<file path="src/rtl/error_channel.sv">
// error_channel: injects a burst error pattern into a codeword.
// A request captured in IDLE builds an error mask one bit per cycle in GEN,
// then publishes data XOR mask together with the mask itself in APPLY, and
// pulses done for one cycle in DONE.
// Ports:
//   clk, reset         - clock, synchronous active-high reset
//   start              - request, sampled only in IDLE
//   data_in            - codeword to corrupt
//   mode               - 0 pass-through, 1 fixed burst, 2 random burst, 3 as 0
//   burst_len          - fixed-mode burst length (clamped to EL)
//   burst_pos          - fixed-mode burst LSB position
//   data_out           - corrupted codeword
//   error_mask         - applied error pattern
//   done               - one-cycle completion pulse
module error_channel #(
    parameter int unsigned N    = 64,
    parameter int unsigned EL   = 10,
    parameter logic [15:0] SEED = 16'hACE1
) (
    input  logic                 clk,
    input  logic                 reset,
    input  logic                 start,
    input  logic [N-1:0]         data_in,
    input  logic [1:0]           mode,
    input  logic [3:0]           burst_len,
    input  logic [$clog2(N)-1:0] burst_pos,
    output logic [N-1:0]         data_out,
    output logic [N-1:0]         error_mask,
    output logic                 done
);

    localparam int unsigned PW = $clog2(N);
    localparam int unsigned CW = $clog2(EL + 1);

    typedef enum logic [1:0] {
        IDLE  = 2'd0,
        GEN   = 2'd1,
        APPLY = 2'd2,
        DONE  = 2'd3
    } state_t;

    state_t         state_q, state_d;
    logic [15:0]    lfsr_q, lfsr_d;
    logic [N-1:0]   data_q, data_d;
    logic [N-1:0]   mask_q, mask_d;
    logic [N-1:0]   dout_q, dout_d;
    logic [N-1:0]   emask_q, emask_d;
    logic           done_q, done_d;
    logic [CW-1:0]  len_q, len_d;
    logic [CW-1:0]  cnt_q, cnt_d;
    logic [PW-1:0]  pos_q, pos_d;
    logic           rnd_q, rnd_d;

    // Effective burst length/position for a request accepted this cycle
    logic [CW-1:0]  acc_len_c;
    logic [PW-1:0]  acc_pos_c;
    logic [31:0]    idx_c;
    logic           bit_c;

    always_comb begin
        acc_len_c = '0;
        acc_pos_c = '0;
        case (mode)
            2'd1: begin
                acc_len_c = (32'(burst_len) < EL) ? CW'(burst_len) : CW'(EL);
                acc_pos_c = burst_pos;
            end
            2'd2: begin
                acc_len_c = CW'((32'(lfsr_q[11:8]) % EL) + 32'd1);
                acc_pos_c = PW'(32'(lfsr_q[PW-1:0]) % N);
            end
            default: begin
                acc_len_c = '0;
                acc_pos_c = '0;
            end
        endcase
    end

    // Next-state and datapath update
    always_comb begin
        state_d = state_q;
        lfsr_d  = {lfsr_q[0] ^ lfsr_q[2] ^ lfsr_q[3] ^ lfsr_q[5], lfsr_q[15:1]};
        data_d  = data_q;
        mask_d  = mask_q;
        dout_d  = dout_q;
        emask_d = emask_q;
        done_d  = 1'b0;
        len_d   = len_q;
        cnt_d   = cnt_q;
        pos_d   = pos_q;
        rnd_d   = rnd_q;
        idx_c   = 32'(pos_q) + 32'(cnt_q);
        // Random bursts force both end bits so the span is always visible
        bit_c   = !rnd_q || (cnt_q == '0) || (cnt_q == len_q - CW'(1)) || lfsr_q[0];

        case (state_q)
            IDLE: begin
                if (start) begin
                    data_d  = data_in;
                    rnd_d   = (mode == 2'd2);
                    len_d   = acc_len_c;
                    pos_d   = acc_pos_c;
                    cnt_d   = '0;
                    mask_d  = '0;
                    state_d = GEN;
                end
            end
            GEN: begin
                if (cnt_q < len_q) begin
                    // Bits beyond the top of the codeword are dropped, not wrapped
                    if (idx_c < N) begin
                        mask_d[idx_c[PW-1:0]] = bit_c;
                    end
                    cnt_d = cnt_q + CW'(1);
                end else begin
                    state_d = APPLY;
                end
            end
            APPLY: begin
                dout_d  = data_q ^ mask_q;
                emask_d = mask_q;
                done_d  = 1'b1;
                state_d = DONE;
            end
            DONE: begin
                state_d = IDLE;
            end
            default: begin
                state_d = IDLE;
            end
        endcase
    end

    // State and datapath registers
    always_ff @(posedge clk) begin
        if (reset) begin
            state_q <= IDLE;
            lfsr_q  <= SEED;
            data_q  <= '0;
            mask_q  <= '0;
            dout_q  <= '0;
            emask_q <= '0;
            done_q  <= 1'b0;
            len_q   <= '0;
            cnt_q   <= '0;
            pos_q   <= '0;
            rnd_q   <= 1'b0;
        end else begin
            state_q <= state_d;
            lfsr_q  <= lfsr_d;
            data_q  <= data_d;
            mask_q  <= mask_d;
            dout_q  <= dout_d;
            emask_q <= emask_d;
            done_q  <= done_d;
            len_q   <= len_d;
            cnt_q   <= cnt_d;
            pos_q   <= pos_d;
            rnd_q   <= rnd_d;
        end
    end

    assign data_out   = dout_q;
    assign error_mask = emask_q;
    assign done       = done_q;

endmodule
</file>
<file path="config.mk">
export PLATFORM = sky130hd
export DESIGN_NAME = error_channel
export DESIGN_NICKNAME = d
export VERILOG_FILES = /design/src/rtl/error_channel.sv
export SDC_FILE = /design/constraint.sdc
export NUM_CORES = 1
export LEC_CHECK = 0
export BUFFER_PORTS_ARGS = -buffer_cell sky130_fd_sc_hd__buf_2
export CORE_UTILIZATION = 45
export CTS_CLUSTER_DIAMETER = 60
export DETAILED_ROUTE_END_ITERATION = 12
export PLACE_DENSITY = 0.67
export SKIP_CTS_REPAIR_TIMING = 1
export SLEW_MARGIN = 20
export SYNTH_ARGS = -nofsm -noshare
export SYNTH_HDL_FRONTEND = slang
export SYNTH_SLANG_ARGS = --single-unit
</file>
<file path="constraint.sdc">
create_clock -name clk -period 3.1 [get_ports clk]
set_clock_uncertainty 0.15 [all_clocks]
set_input_delay 0.155 -clock clk [delete_from_list [all_inputs] [get_ports clk]]
set_output_delay 0.155 -clock clk [all_outputs]
set_load 0.01 [all_outputs]
</file>
==> results.yml <==
critical_path:
  startpoint_type: "flip-flop"
  cp-end-kind: "flip-flop"
  required_ns: 3.31
  crit_fanout: 11
  path_class: "flip-flop to flip-flop"
  critPathArrivalTime_ns: 3.13
grt:
  grt_max_degree: 226
  grt_util_met3: 0.0362
  grt_use_met1: 0.290
  grt_first_pass_wirelength_mm: 46.5
  antenna_found_initial: 0
  grt-ovfl-total: 0
  grt_util_met2: 0.365
  grt_pass1_vias: 8766
  grt-busiest-layer: "met2"
  grtUsageTotal: 0.222
synth:
  synth_area_leaders: "dfxtp_1 50%, mux2i_1 5.5%, xnor2_1 5.4%"
  seq_area_frac_synth: 0.501
  synth_area_leader_cell: "dfxtp_1"
  ys_ff_latch: 290
  yosys-top-cells-count: "290 x dfxtp_1, 158 x nor2_1, 147 x nand2_1"
  ys_types: 59
  yosysMostFrequentCell: "dfxtp_1"
  synth_cells: 1271
  postSynthAreaPerCell_um2: 9.12
  synth-main-ff-cell: "dfxtp_1"
  async_reset_ff_frac: 0
  synth_edf_count: 0
  netlist_area_um2: 11600
  yosys_warnings: 0
  syn_nets: 1369
  synth_top_area_frac: 0.501
routing:
  ant_nets: 0
  wl_per_cell_um: 16.2
  vias: 9725
  drc: 0
  via_per_inst: 5.18
  drt_iter0_drc: 719
  drt-pass1-iter-count: 5
  finalWirelength_mm: 30.5
sta:
  setup_slack_ns: 0.183
  relSlewSlack: 0.315
  slew_viol_final: 0
  fmax_ghz: 0.343
  hold_ws_ns: -0.0518
  setup_viol: 0
  finalHoldViolations: 1
  fin_crit_sh: 0.941
  layout_min_cycle_time_ns: 2.92
  finalSetupTns_ns: 0
  worst_slew_pin_slew_ns: 1.03
  rsz0062_at_grt: "false"
run_status:
  violations: "negative hold slack"
  outcome: "finished, violations left"
clocking:
  clock_path_buffers: 3
  clk_latency_ns: 0.53
  cts_sinks: 290
  htree_levels: 2
  cts-buffers-inserted: 34
  cts_tree: "yes"
  clk_pin_slew_ns: 0.06
  ctsRootBufferMaster: "clkbuf_16"
power:
  ir_worst_vdd_uv: 437
  leakage_nw: 5.70
  power_density_nw_per_um2: 796
  power_w: 0.0118
final_layout:
  area_growth_pct: 27.6
  fill_cells: 2208
  final_nets: 1621
  diodes: 0
  drive_gt1_frac: 0.205
placement:
  post-dp-hpwl_mm: 19.5
  numPortBuffers: 207
  dp_slack_ns: 0.239
  gp_congestion: 0.877
floorplan:
  die-area_um2: 26400
  die_w_um: 163
  core_area_um2: 25300
  die_h_um: 163
  rows: 58
  start_util: 0.459
  num_io_pins: 208
worst_hold_path:
  hold_class: "input pin to flip-flop"
run:
  maxCapViolCount: 0
-- per-stage QoR --
stage               utilization  instances  area, µm²
floorplan                     -       1271      11600
global placement          0.511       1744      12900
detailed placement        0.511       1744      12900
CTS                       0.557       1805      14100
global route              0.586       1878      14800
finish                    0.586       1878      14800
-- routing by layer --
layer | vias up | wire length, µm
met5 | - | 0
met2 | 280 | 14400
met4 | 0 | 815
li1 | 4865 | -
met1 | 4520 | 13500
met3 | 60 | 1790
-- where the power goes --
part	switching [W]	total (W)	leakage [nW]	internal, W
Clock	0.00161	0.00411	0.578	0.00250
Combinational	0.00188	0.00312	2.76	0.00124
Sequential	0.000298	0.00455	2.36	0.00425
Total	0.00379	0.0118	5.70	0.00799
-- cell type report --
type	instances	area (µm²)	area share
repair buffers	295	1940	0.131
clock buffers	43	935	0.0632
clock inverters	18	230	0.0156
well taps	330	413	0.0279
flip-flops and latches	290	5810	0.392
multi-input cells	860	5320	0.359
inverters	42	158	0.0107
-- cell families (layout without fill, tap and decap cells) --
kind of cell | count (synthesis) | after routing | share of synthesized area
simple gates | 374 | 374 | 0.136
xor+xnor | 78 | 78 | 0.0596
mux | 64 | 64 | 0.0552
fa+ha+maj | 19 | 19 | 0.0211
compound gates | 325 | 325 | 0.185
flops | 290 | 290 | 0.501
buf+inv | 121 | 398 | 0.0426
-- critical path, stage by stage (launching register included) --
cell and delay (ns):
dfxtp_1 0.40, ha_1 0.24, inv_1 0.07, fa_1 0.44, nor2b_2 0.22, o211ai_1 0.13
a31o_2 0.33, o211a_4 0.21, nand3_1 0.41, o22ai_1 0.17
-- layout by cell type, fill, tap and decap left out, types with 3 or more instances in the layout --
master / n
inv_8: 3
nor3_1: 4
a22oi_1: 10
a211oi_1: 64
clkbuf_1: 4
o21ai_0: 6
o22ai_1: 24
a22o_1: 9
clkbuf_8: 5
or2_1: 4
buf_2: 206
a21oi_2: 3
nor2_1: 157
dlygate4sd3_1: 73
dfxtp_1: 290
mux2i_1: 64
buf_12: 4
nand2b_1: 6
a31oi_2: 3
clkbuf_16: 34
ha_1: 17
and2_1: 4
o211ai_1: 12
nand2_1: 146
a31oi_4: 4
a21oi_1: 98
xor2_1: 5
o21ai_1: 71
or3_1: 3
nor2b_1: 13
nand3_1: 15
xnor2_1: 72
or2_2: 7
inv_1: 41
nand4_1: 3
buf_4: 11
bufinv_16: 4
clkinv_2: 7
-- final timing paths --
| check | slack [ns] | to | from | depth (start not counted) |
|---|---|---|---|---|
| hold / removal | -0.05 | len_q[2] | burst_len[2] | 5 |
| hold reg to reg | 0.26 | lfsr_q[5] | lfsr_q[6] | 1 |
| setup reg to reg | 0.18 | mask_q[52] | cnt_q[0] | 9 |
| setup / recovery | 0.18 | mask_q[52] | cnt_q[0] | 9 |
-- registers in the layout, indices dropped and copies added, names as in the netlist --
register / cells
done: 1
lfsr_q: 16
pos_q: 6
data_out: 64
mask_q: 64
error_mask: 64
state_q: 2
cnt_q: 4
rnd_q: 1
data_q: 64
len_q: 4
Note: power is estimated with default switching activity, not from simulation.
